[src/rtl/fir_pkg.sv]
// -----------------------------------------------------------------------------
// fir_pkg
// Shared types and helpers for the time-multiplexed FIR controller.
//   state_t   : controller FSM states (IDLE, MAC, OUT)
//   acc_width : accumulator width that cannot wrap over ORDER full-width products
//   saturate  : clamps a wide signed value to a w-bit signed range (only used
//               when the FIR_SAT_EN build option is defined)
// -----------------------------------------------------------------------------
package fir_pkg;

    typedef enum logic [1:0] {
        IDLE = 2'd0,
        MAC  = 2'd1,
        OUT  = 2'd2
    } state_t;

    // Each product needs data+coef bits; summing ORDER of them adds clog2(ORDER).
    function automatic int acc_width(input int data, input int coef, input int order);
        return data + coef + $clog2(order);
    endfunction

    function automatic logic signed [63:0] saturate(input logic signed [63:0] v,
                                                    input int                  w);
        logic signed [63:0] hi;
        logic signed [63:0] lo;
        hi = (64'sd1 <<< (w - 1)) - 64'sd1;
        lo = -hi - 64'sd1;
        if (v > hi) return hi;
        if (v < lo) return lo;
        return v;
    endfunction

endpackage

[src/rtl/fir_mac_seq_if.sv]
// -----------------------------------------------------------------------------
// fir_mac_seq_if
// Sample, coefficient-write and result bus of the FIR controller.
//   data_i/ch_i/vld_i/rdy_o      : input sample handshake
//   coef_we_i/coef_addr_i/coef_i : shadow coefficient bank write port
//   coef_swap_i                  : request to activate the shadow bank
//   data_o/ch_o/vld_o            : filtered sample with one-cycle strobe
// Modports: slave = the filter, master = the sample source / controller.
// -----------------------------------------------------------------------------
interface fir_mac_seq_if #(
    parameter int ORDER      = 16,
    parameter int DATA_WIDTH = 16,
    parameter int COEF_WIDTH = 16,
    parameter int CHANNELS   = 2
);
    localparam int AW   = $clog2(ORDER);
    localparam int CH_W = (CHANNELS > 1) ? $clog2(CHANNELS) : 1;

    logic signed [DATA_WIDTH-1:0] data_i;
    logic        [CH_W-1:0]       ch_i;
    logic                         vld_i;
    logic                         rdy_o;
    logic                         coef_we_i;
    logic        [AW-1:0]         coef_addr_i;
    logic signed [COEF_WIDTH-1:0] coef_i;
    logic                         coef_swap_i;
    logic signed [DATA_WIDTH-1:0] data_o;
    logic        [CH_W-1:0]       ch_o;
    logic                         vld_o;

    modport slave (
        input  data_i, ch_i, vld_i, coef_we_i, coef_addr_i, coef_i, coef_swap_i,
        output rdy_o, data_o, ch_o, vld_o
    );

    modport master (
        output data_i, ch_i, vld_i, coef_we_i, coef_addr_i, coef_i, coef_swap_i,
        input  rdy_o, data_o, ch_o, vld_o
    );

endinterface

[src/rtl/fir_coef_bank.sv]
// -----------------------------------------------------------------------------
// fir_coef_bank
// Double-buffered coefficient store. Writes always land in the shadow bank;
// a swap request is remembered and copied into the active bank on the first
// edge where the controller is idle, so a sample in flight never sees a mix.
//   clk, rst    : clock, asynchronous active-low reset (clears both banks)
//   we_i        : shadow write strobe, waddr_i / wdata_i : tap index / value
//   swap_i      : swap request, idle_i : controller is in IDLE this cycle
//   raddr_i     : tap index to read, coef_o : active coefficient (combinational)
// -----------------------------------------------------------------------------
module fir_coef_bank
    import fir_pkg::*;
#(
    parameter int ORDER      = 16,
    parameter int COEF_WIDTH = 16,
    localparam int AW        = $clog2(ORDER)
) (
    input  logic                         clk,
    input  logic                         rst,
    input  logic                         we_i,
    input  logic        [AW-1:0]         waddr_i,
    input  logic signed [COEF_WIDTH-1:0] wdata_i,
    input  logic                         swap_i,
    input  logic                         idle_i,
    input  logic        [AW-1:0]         raddr_i,
    output logic signed [COEF_WIDTH-1:0] coef_o
);

    logic signed [COEF_WIDTH-1:0] shd_q [ORDER];
    logic signed [COEF_WIDTH-1:0] act_q [ORDER];
    logic                         swap_pend_q;
    logic                         swap_pend_d;
    logic                         apply;

    assign apply = swap_pend_q && idle_i;

    // A request arriving on the same edge as an apply stays pending.
    always_comb begin
        swap_pend_d = swap_pend_q;
        if (apply)  swap_pend_d = 1'b0;
        if (swap_i) swap_pend_d = 1'b1;
    end

    always_ff @(posedge clk or negedge rst) begin
        if (!rst) begin
            for (int i = 0; i < ORDER; i++) begin
                shd_q[i] <= '0;
                act_q[i] <= '0;
            end
            swap_pend_q <= 1'b0;
        end else begin
            swap_pend_q <= swap_pend_d;
            if (we_i)  shd_q[waddr_i] <= wdata_i;
            if (apply) act_q <= shd_q;
        end
    end

    assign coef_o = act_q[raddr_i];

endmodule

[src/rtl/fir_mac_seq.sv]
// -----------------------------------------------------------------------------
// fir_mac_seq
// Time-multiplexed FIR: one multiplier walks ORDER taps per sample across
// CHANNELS interleaved channels, each with its own circular sample buffer.
//   clk, rst : clock, asynchronous active-low reset
//   bus      : fir_mac_seq_if.slave (sample handshake, coefficient port,
//              filtered output with one-cycle vld_o strobe)
// Build option FIR_SAT_EN: when defined, the scaled accumulator saturates to
// the DATA_WIDTH signed range; otherwise it wraps (low DATA_WIDTH bits).
// -----------------------------------------------------------------------------
module fir_mac_seq
    import fir_pkg::*;
#(
    parameter int ORDER      = 16,
    parameter int DATA_WIDTH = 16,
    parameter int COEF_WIDTH = 16,
    parameter int CHANNELS   = 2
) (
    input  logic          clk,
    input  logic          rst,
    fir_mac_seq_if.slave  bus
);

    localparam int AW     = $clog2(ORDER);
    localparam int CH_W   = (CHANNELS > 1) ? $clog2(CHANNELS) : 1;
    localparam int PROD_W = DATA_WIDTH + COEF_WIDTH;
    localparam int ACC_W  = acc_width(DATA_WIDTH, COEF_WIDTH, ORDER);

    state_t                       state_q;
    logic        [AW-1:0]         k_q;
    logic        [AW-1:0]         rd_q;
    logic        [CH_W-1:0]       ch_q;
    logic signed [ACC_W-1:0]      acc_q;
    logic signed [DATA_WIDTH-1:0] data_q;
    logic        [CH_W-1:0]       cho_q;
    logic                         vld_q;

    logic signed [DATA_WIDTH-1:0] smp_q  [CHANNELS][ORDER];
    logic        [AW-1:0]         wptr_q [CHANNELS];

    logic                         rdy;
    logic                         hs;
    logic        [AW-1:0]         wptr_cur;
    logic        [AW-1:0]         wptr_d;
    logic        [AW-1:0]         rd_d;
    logic signed [COEF_WIDTH-1:0] coef_act;
    logic signed [DATA_WIDTH-1:0] smp_rd;
    logic signed [PROD_W-1:0]     prod;
    logic signed [ACC_W-1:0]      prod_ext;
    logic signed [ACC_W-1:0]      shifted;
    logic signed [DATA_WIDTH-1:0] data_d;

    assign rdy = (state_q == IDLE) && rst;
    assign hs  = bus.vld_i && rdy;

    assign wptr_cur = wptr_q[bus.ch_i];
    assign wptr_d   = (wptr_cur == AW'(ORDER - 1)) ? '0 : wptr_cur + 1'b1;

    // The read pointer walks backwards from the newest sample, one tap per cycle.
    assign rd_d = (rd_q == '0) ? AW'(ORDER - 1) : rd_q - 1'b1;

    fir_coef_bank #(
        .ORDER      (ORDER),
        .COEF_WIDTH (COEF_WIDTH)
    ) u_coef (
        .clk     (clk),
        .rst     (rst),
        .we_i    (bus.coef_we_i),
        .waddr_i (bus.coef_addr_i),
        .wdata_i (bus.coef_i),
        .swap_i  (bus.coef_swap_i),
        .idle_i  (state_q == IDLE),
        .raddr_i (k_q),
        .coef_o  (coef_act)
    );

    assign smp_rd   = smp_q[ch_q][rd_q];
    assign prod     = smp_rd * coef_act;
    assign prod_ext = ACC_W'(prod);
    assign shifted  = acc_q >>> (COEF_WIDTH - 1);

`ifdef FIR_SAT_EN
    logic signed [63:0] sat_full;
    assign sat_full = saturate(64'(shifted), DATA_WIDTH);
    assign data_d   = sat_full[DATA_WIDTH-1:0];
`else
    assign data_d   = shifted[DATA_WIDTH-1:0];
`endif

    // Sample buffers and write pointers: one slot written per accepted sample.
    always_ff @(posedge clk or negedge rst) begin
        if (!rst) begin
            for (int c = 0; c < CHANNELS; c++) begin
                wptr_q[c] <= '0;
                for (int t = 0; t < ORDER; t++) smp_q[c][t] <= '0;
            end
        end else if (hs) begin
            smp_q[bus.ch_i][wptr_cur] <= bus.data_i;
            wptr_q[bus.ch_i]          <= wptr_d;
        end
    end

    // Controller FSM with accumulator and registered outputs.
    always_ff @(posedge clk or negedge rst) begin
        if (!rst) begin
            state_q <= IDLE;
            k_q     <= '0;
            rd_q    <= '0;
            ch_q    <= '0;
            acc_q   <= '0;
            data_q  <= '0;
            cho_q   <= '0;
            vld_q   <= 1'b0;
        end else begin
            vld_q <= 1'b0;
            case (state_q)
                IDLE: begin
                    if (hs) begin
                        ch_q    <= bus.ch_i;
                        rd_q    <= wptr_cur;
                        k_q     <= '0;
                        acc_q   <= '0;
                        state_q <= MAC;
                    end
                end
                MAC: begin
                    acc_q <= acc_q + prod_ext;
                    rd_q  <= rd_d;
                    k_q   <= k_q + 1'b1;
                    if (k_q == AW'(ORDER - 1)) state_q <= OUT;
                end
                OUT: begin
                    data_q  <= data_d;
                    cho_q   <= ch_q;
                    vld_q   <= 1'b1;
                    state_q <= IDLE;
                end
                default: state_q <= IDLE;
            endcase
        end
    end

    assign bus.rdy_o  = rdy;
    assign bus.data_o = data_q;
    assign bus.ch_o   = cho_q;
    assign bus.vld_o  = vld_q;

endmodule

[src/flat_wrapper.sv]
// flat-port wrapper written by rule: the top's interface ports become plain ports
module fir_mac_seq_flat import fir_pkg::*;
#(
    parameter int ORDER      = 16,
    parameter int DATA_WIDTH = 16,
    parameter int COEF_WIDTH = 16,
    parameter int CHANNELS   = 2
)
  (clk, rst, bus_data_i, bus_ch_i, bus_vld_i, bus_coef_we_i, bus_coef_addr_i, bus_coef_i, bus_coef_swap_i, bus_rdy_o, bus_data_o, bus_ch_o, bus_vld_o);
  fir_mac_seq_if #(.ORDER(ORDER), .DATA_WIDTH(DATA_WIDTH), .COEF_WIDTH(COEF_WIDTH), .CHANNELS(CHANNELS)) bus_i ();
  input  logic clk;
  input  logic rst;
  input wire logic [$bits(bus_i.data_i)-1:0] bus_data_i;
  input wire logic [$bits(bus_i.ch_i)-1:0] bus_ch_i;
  input wire logic [$bits(bus_i.vld_i)-1:0] bus_vld_i;
  input wire logic [$bits(bus_i.coef_we_i)-1:0] bus_coef_we_i;
  input wire logic [$bits(bus_i.coef_addr_i)-1:0] bus_coef_addr_i;
  input wire logic [$bits(bus_i.coef_i)-1:0] bus_coef_i;
  input wire logic [$bits(bus_i.coef_swap_i)-1:0] bus_coef_swap_i;
  output wire logic [$bits(bus_i.rdy_o)-1:0] bus_rdy_o;
  output wire logic [$bits(bus_i.data_o)-1:0] bus_data_o;
  output wire logic [$bits(bus_i.ch_o)-1:0] bus_ch_o;
  output wire logic [$bits(bus_i.vld_o)-1:0] bus_vld_o;
  assign bus_i.data_i = bus_data_i;
  assign bus_i.ch_i = bus_ch_i;
  assign bus_i.vld_i = bus_vld_i;
  assign bus_i.coef_we_i = bus_coef_we_i;
  assign bus_i.coef_addr_i = bus_coef_addr_i;
  assign bus_i.coef_i = bus_coef_i;
  assign bus_i.coef_swap_i = bus_coef_swap_i;
  assign bus_rdy_o = bus_i.rdy_o;
  assign bus_data_o = bus_i.data_o;
  assign bus_ch_o = bus_i.ch_o;
  assign bus_vld_o = bus_i.vld_o;
  fir_mac_seq #(.ORDER(ORDER), .DATA_WIDTH(DATA_WIDTH), .COEF_WIDTH(COEF_WIDTH), .CHANNELS(CHANNELS)) u_core (.clk(clk), .rst(rst), .bus(bus_i));
endmodule
[config.mk]
export PLATFORM = sky130hd
export DESIGN_NAME = fir_mac_seq_flat
export DESIGN_NICKNAME = d
export VERILOG_FILES = /design/src/rtl/fir_pkg.sv /design/src/rtl/fir_mac_seq_if.sv /design/src/rtl/fir_coef_bank.sv /design/src/rtl/fir_mac_seq.sv /design/src/flat_wrapper.sv
export SDC_FILE = /design/constraint.sdc
export NUM_CORES = 2
export LEC_CHECK = 0
export BUFFER_PORTS_ARGS = -buffer_cell sky130_fd_sc_hd__buf_2
export CAP_MARGIN = 10
export CORE_MARGIN = 2
export CORE_UTILIZATION = 45
export CTS_BUF_LIST = sky130_fd_sc_hd__clkbuf_4 sky130_fd_sc_hd__clkbuf_8 sky130_fd_sc_hd__clkbuf_16
export DETAILED_ROUTE_END_ITERATION = 12
export SYNTH_ARGS = -nofsm -noshare
export SYNTH_HDL_FRONTEND = slang
export SYNTH_SLANG_ARGS = --single-unit
[constraint.sdc]
create_clock -name clk -period 9.8 [get_ports clk]
set_input_delay 1.96 -clock clk [delete_from_list [all_inputs] [get_ports clk]]
set_output_delay 1.96 -clock clk [all_outputs]
set_load 0.01 [all_outputs]
After elaboration in Yosys (flattened, before gate mapping)
Cells that the tools add are included.

Output and inout bits: 19. Input bits: 42. Bits in registers: 1098. Word-level logic and storage cells: 151.

Eq/ne operators: 6. $add $sub $neg: 4. Order comparisons: 9. Multiplexer cells: 37. Bitwise logic cells: 6. Multipliers: 1. Reductions and logical operators: 13.

Operator list (count): 256-bit 2-to-1 mux (4); 512-bit bitwise mux (1); 256-bit bitwise mux (1); 256-bit demux with 1-bit select (1); 16-bit binary-select mux with 4-bit select (2); 16-bit demux with 4-bit select (2); 16-bit 2-to-1 mux (6); 36-bit one-hot mux with 2 select lines (1); 36-bit by 32-bit adder with 36-bit output (1); 36-bit 2-to-1 mux (1); 16-bit by 16-bit multiplier with 32-bit output (1); 4-bit 2-to-1 mux (8); 5-bit >= comparator (second input constant) (4); 4-bit NOT with 5-bit output (4); 4-bit one-hot mux with 2 select lines (2); 5-bit by 1-bit < comparator with 1-bit output (second input constant) (2); 4-bit by 1-bit adder with 4-bit output (second input constant) (2); 8-bit bitwise mux (1); 4-bit == test (second input constant) (2); 1-bit logical AND (6); 2-bit AND reduction (3); 4-bit demux with 1-bit select (1); 2-bit >= comparator (second input constant) (2); 4-bit logical NOT (1); other kinds (11) (17).

Logic depth before layout (Yosys ltp)
Depth after elaboration: 12. Mapped depth: 33.

Cells and area by module
Synthesis repeated with hierarchy kept, for this count alone.

Cell total of the unflattened synthesis: 4052. Area total of the unflattened synthesis: 58102.0 sq um.

Modules (own cells, without submodules): fir_mac_seq (area an instance 37061.8 sq um, instances 1, seq. area each 14513.9 sq um, cells each 2794); fir_coef_bank (area an instance 21040.2 sq um, instances 1, seq. area each 12837.3 sq um, cells each 1258).

Least setup slack after synthesis
No wires, ideal clock.

Kind: register to register. From: register u_core.k_q[0]. To: register u_core.acc_q[30]. Setup time: 0.129 ns. Data arrival time: 7.600 ns. Setup slack: 2.071 ns. Data required time: 9.671 ns. Stages on the path, launching flop included: 29. Path through: dfrtp_1 buf_6 buf_8 buf_4 buf_6 buf_4 mux2i_1 o221ai_1 o22ai_1 a21oi_1 nand2_1 fa_1 inv_1 fa_1 fa_1 fa_1 fa_1 inv_1 fa_1 inv_1 ha_1 or3_1 o21ai_0 inv_1 a221o_1 o41ai_1 o21ai_0 xnor2_1 o21ai_1.

Word-level cells in the longest chain between the ends: 7.

RTL lines: from (decl) (line fir_mac_seq.sv:30) `logic [AW-1:0] k_q;`; from (signal assigned) (line fir_mac_seq.sv:129) `k_q <= k_q + 1'b1;`; 4-bit NOT with 5-bit output (not written as such) (line fir_coef_bank.sv:58) `assign coef_o = act_q[raddr_i];`; 16-bit binary-select mux with 4-bit select (line fir_coef_bank.sv:58); 16-bit 2-to-1 mux (not written as such) (2 in series) (line fir_coef_bank.sv:58); 16-bit by 16-bit multiplier with 32-bit output (line fir_mac_seq.sv:78) `assign prod = smp_rd * coef_act;`; 36-bit by 32-bit adder with 36-bit output (line fir_mac_seq.sv:127) `acc_q <= acc_q + prod_ext;`; 36-bit one-hot mux with 2 select lines (line fir_mac_seq.sv:116) `case (state_q)`; to (signal assigned) (line fir_mac_seq.sv:127); to (decl) (line fir_mac_seq.sv:33) `logic signed [ACC_W-1:0] acc_q;`.

Every way passes these cells. The select of a mux whose other input is x is not followed. A chain may end at the register's enable or synchronous reset.

Worst setup path after layout
From: register u_core.ch_q. To: register u_core.acc_q[30].

Word-level cells in the longest chain between the ends: 10.

RTL lines: from (decl) (line fir_mac_seq.sv:32) `logic [CH_W-1:0] ch_q;`; from (signal assigned) (line fir_mac_seq.sv:119) `ch_q <= bus.ch_i;`; 1-bit NOT with 2-bit output (not written as such) (line fir_mac_seq.sv:77) `assign smp_rd = smp_q[ch_q][rd_q];`; 256-bit 2-to-1 mux (not written as such) (3 in series) (line fir_mac_seq.sv:77); 16-bit binary-select mux with 4-bit select (line fir_mac_seq.sv:77); 16-bit 2-to-1 mux (not written as such) (2 in series) (line fir_mac_seq.sv:77); 16-bit by 16-bit multiplier with 32-bit output (line fir_mac_seq.sv:78); 36-bit by 32-bit adder with 36-bit output (line fir_mac_seq.sv:127); 36-bit one-hot mux with 2 select lines (line fir_mac_seq.sv:116).

Every way passes these cells. The select of a mux whose other input is x is not followed.

==> run metrics <==
number of cells produced by synthesis=4095; clk root buf=sky130_fd_sc_hd__clkbuf_16; area occupied by registers=27400 um2; distinct cell type count of the synthesized netlist=68; net count after synthesis=4523; most frequent cell on the critical path=sky130_fd_sc_hd__fa_1; remaining antenna violation count=0; maximum clock rate=113 MHz; Iter 0 DRT Violations=1972; number of buffers and inverters on the critical path=4; combined global-route utilization of all metal layers=0.224; remaining routing DRC violations=0; portion of synthesized cell area occupied by the leading cell type=0.476; vertical die dimension=361 um; number of antenna violations at the first check in global routing=8; total number of yosys warnings=0; Max stage delay on crit path=720 ps; status=finished, final reports clean; Setup Viol. Count Final=0; via count of the first global-routing pass=35200; DRT Pass-1 Iters=6; element type at the critical path start=flip-flop; Max transition margin=0.175; number of endpoints with negative hold slack in the final report=0; transition time at the pin with the least slew margin=1230 ps; most instantiated flip-flop cell in the synthesis netlist=sky130_fd_sc_hd__dfrtp_1; core outline area=127000 um2; total wire length=142000 um; total global routing overflow=0; post-route minimum period=8810 ps; number of ports placed on the die boundary=61; filler cell count in the final layout=10800; RSZ-0062 raised after global routing=false; routed via count divided by cell count=5.57; hold buffers post-CTS=0; number of buffers inserted during clock tree synthesis=117; post-synthesis sequential element count=1093; Required @ worst endpoint=10410 ps; Die ar.=130000 um2; Fin Clk Skew=51.9 ps; Avg Inst Size Synth=14.0 um2; Post-synth EDFFs=0; max-cap violation count=0; crit path max-delay cell type=sky130_fd_sc_hd__dfrtp_4; initial cell density of the core=0.452; Area Growth Syn to Fin=11.5%; Post-Route Setup TNS=0 ps; area of the multi-input gates=27700 um2; total via count after detailed routing=32700; most frequently used cell type in the post-synthesis netlist=sky130_fd_sc_hd__dfrtp_1; leading cell types by count after synthesis=sky130_fd_sc_hd__dfrtp_1 (1093), sky130_fd_sc_hd__mux2_2 (1053), sky130_fd_sc_hd__inv_1 (341); clock insertion delay at the later pin of the skew report=750 ps; startpoint-to-endpoint class of the critical path=flip-flop to flip-flop; net count of the finished layout=4550; maximum fanout along the worst path=22; biggest area contributors in the synthesized netlist=sky130_fd_sc_hd__dfrtp_1 (48%), sky130_fd_sc_hd__mux2_2 (21%), sky130_fd_sc_hd__fa_1 (9.9%); library cell with the largest summed area after synthesis=sky130_fd_sc_hd__dfrtp_1; row count=131; portion of the post-synthesis area used by sequential elements=0.476; kind of cell with the highest combined delay on the critical path=adder cells; width of the die=361 um; largest net degree at the start of global routing=172; post-cts sizing count=0; Hold Crit Class=flip-flop to flip-flop; number of max-slew violations in the final report=0; share of flip-flops with an asynchronous set or reset after synthesis=1.00; global placement routability congestion=0.883; detailed placer's ending HPWL=91500 um; total setup buffers inserted after CTS=0; # port buffers=60; clock transition at the register clock pins on the worst setup and hold paths after CTS=60 ps; fraction of final layout cells with drive strength greater than 1=0.395; kind of end point of the critical path=flip-flop; list of cells traversed by the critical path=buf_4 > mux4_2 > mux4_2 > mux2i_4 > inv_1 > and2_1 > fa_1 > fa_1 > fa_1 > fa_1 > fa_1 > inv_1 > fa_1 > inv_1 > ha_1 > a21oi_1 > o21ai_0 > a2111oi_2 > nor2_1 > a221o_1 > o41ai_1 > o21ai_0 > xnor2_1 > o21ai_1; Max clock buf depth=3; clock tree from TritonCTS=yes; first-pass GRT wire length=222000 um; post-synthesis cell area=57400 um2; H-tree level count=3; arrival time worst endpoint=9420 ps; Clock Sink Count=1093; average detailed-routed wire length per instance=24.2 um; post-route fraction of the period consumed by the critical path=0.899
==> area by class of cell <==
type / instances / share of cell area
inverters: 344 / 0.0202
diodes: 1 / 0.0000391
well taps: 1662 / 0.0325
clock inverters: 47 / 0.0128
multi-input cells: 2402 / 0.433
clock buffers: 165 / 0.0546
repair buffers: 164 / 0.0192
flip-flops and latches: 1093 / 0.428
==> layout by cell type, fill, tap and decap left out, types with 9 or more instances in the layout <==
| cell type | instances |
|---|---|
| sky130_fd_sc_hd__buf_4 | 93 |
| sky130_fd_sc_hd__buf_12 | 11 |
| sky130_fd_sc_hd__nand3_1 | 18 |
| sky130_fd_sc_hd__mux4_2 | 190 |
| sky130_fd_sc_hd__dfrtp_1 | 1087 |
| sky130_fd_sc_hd__nand2_1 | 226 |
| sky130_fd_sc_hd__a221oi_1 | 18 |
| sky130_fd_sc_hd__buf_2 | 59 |
| sky130_fd_sc_hd__bufinv_16 | 18 |
| sky130_fd_sc_hd__mux2_2 | 1053 |
| sky130_fd_sc_hd__and2_1 | 48 |
| sky130_fd_sc_hd__o21ai_0 | 64 |
| sky130_fd_sc_hd__clkbuf_4 | 17 |
| sky130_fd_sc_hd__fa_1 | 285 |
| sky130_fd_sc_hd__nor3_1 | 9 |
| sky130_fd_sc_hd__xnor2_1 | 28 |
| sky130_fd_sc_hd__inv_1 | 341 |
| sky130_fd_sc_hd__clkinv_2 | 14 |
| sky130_fd_sc_hd__nor2_1 | 83 |
| sky130_fd_sc_hd__nor2_2 | 11 |
| sky130_fd_sc_hd__nand2b_1 | 14 |
| sky130_fd_sc_hd__mux2i_1 | 71 |
| sky130_fd_sc_hd__o221ai_1 | 12 |
| sky130_fd_sc_hd__clkbuf_16 | 118 |
| sky130_fd_sc_hd__clkbuf_8 | 30 |
| sky130_fd_sc_hd__ha_1 | 101 |
| sky130_fd_sc_hd__a21oi_1 | 45 |
| sky130_fd_sc_hd__xor2_1 | 12 |
==> cells by family (layout without fill, tap and decap cells) <==
logic type                 after synthesis  in the layout  synth area share
adders and majority gates              386            386             0.121
muxes                                 1319           1319             0.295
AOI/OAI and AO/OA                      206            206            0.0238
xor gates and xnor gates                41             41           0.00649
and+or+nand+nor                        450            450            0.0347
other                                    0              1                 0
DFF                                   1093           1093             0.476
buffers and inverters                  600            720            0.0421
==> stage by stage <==
| stage | setup slack (ps) | cell area [um2] | hold slack, ps | cells | utilization |
|---|---|---|---|---|---|
| 5_1_grt | 523 | 64000 | 464 | 5877 | 0.504 |
| 2_1_floorplan | 2070 | 57400 | 449 | 4095 | - |
| 6_report | 989 | 64000 | 453 | 5878 | 0.504 |
| 4_1_cts | 1020 | 64000 | 442 | 5877 | 0.504 |
| 3_3_place_gp | 1140 | 59700 | 463 | 5665 | 0.470 |
| 3_5_place_dp | 1000 | 59700 | 478 | 5665 | 0.470 |
==> flip-flops by register name (all words and copies together), names as in the netlist <==
signal	count
u_core.bus.vld_o	1
u_core.smp_q	512
u_core.wptr_q	8
u_core.u_coef.shd_q	256
u_core.ch_q	1
u_core.bus.data_o	16
u_core.rd_q	4
u_core.state_q	2
u_core.u_coef.swap_pend_q	1
u_core.acc_q	31
u_core.u_coef.act_q	256
u_core.k_q	4
u_core.bus.ch_o	1
==> per-layer routing <==
layer,vias to the layer above,GRT usage,share of wire
met5,-,0,0.00019
met4,4,0.0578,0.024
met3,201,0.0381,0.044
met2,654,0.369,0.48
met1,17600,0.309,0.45
li1,14200,-,-
==> worst register-to-register path, cell delays in order, from the launching register on <==
cell and delay (ps):
sky130_fd_sc_hd__dfrtp_4 720, sky130_fd_sc_hd__buf_4 370, sky130_fd_sc_hd__mux4_2 530, sky130_fd_sc_hd__mux4_2 580
sky130_fd_sc_hd__mux2i_4 480, sky130_fd_sc_hd__inv_1 270, sky130_fd_sc_hd__and2_1 240, sky130_fd_sc_hd__fa_1 550
sky130_fd_sc_hd__fa_1 440, sky130_fd_sc_hd__fa_1 560, sky130_fd_sc_hd__fa_1 450, sky130_fd_sc_hd__fa_1 490
sky130_fd_sc_hd__inv_1 50, sky130_fd_sc_hd__fa_1 480, sky130_fd_sc_hd__inv_1 40, sky130_fd_sc_hd__ha_1 340
sky130_fd_sc_hd__a21oi_1 170, sky130_fd_sc_hd__o21ai_0 160, sky130_fd_sc_hd__a2111oi_2 240, sky130_fd_sc_hd__nor2_1 200
sky130_fd_sc_hd__a221o_1 390, sky130_fd_sc_hd__o41ai_1 480, sky130_fd_sc_hd__o21ai_0 210, sky130_fd_sc_hd__xnor2_1 170
sky130_fd_sc_hd__o21ai_1 70
==> worst paths after layout <==
check	cells after the start	start	slack, ps	end
worst min-delay path	1	u_core.u_coef.shd_q[252]	450	u_core.u_coef.act_q[252]
worst min register to register	1	u_core.u_coef.shd_q[252]	450	u_core.u_coef.act_q[252]
max in group asynchronous	4	rst	5670	u_core.u_coef.shd_q[246]
min in group asynchronous	1	rst	1160	u_core.smp_q[246]
worst max-delay path	24	u_core.ch_q	990	u_core.acc_q[30]
worst max register to register	24	u_core.ch_q	990	u_core.acc_q[30]
Power is left out: the tool's default activity adds up to more than one toggle a clock period on the data nets, which glitch-free logic cannot reach.
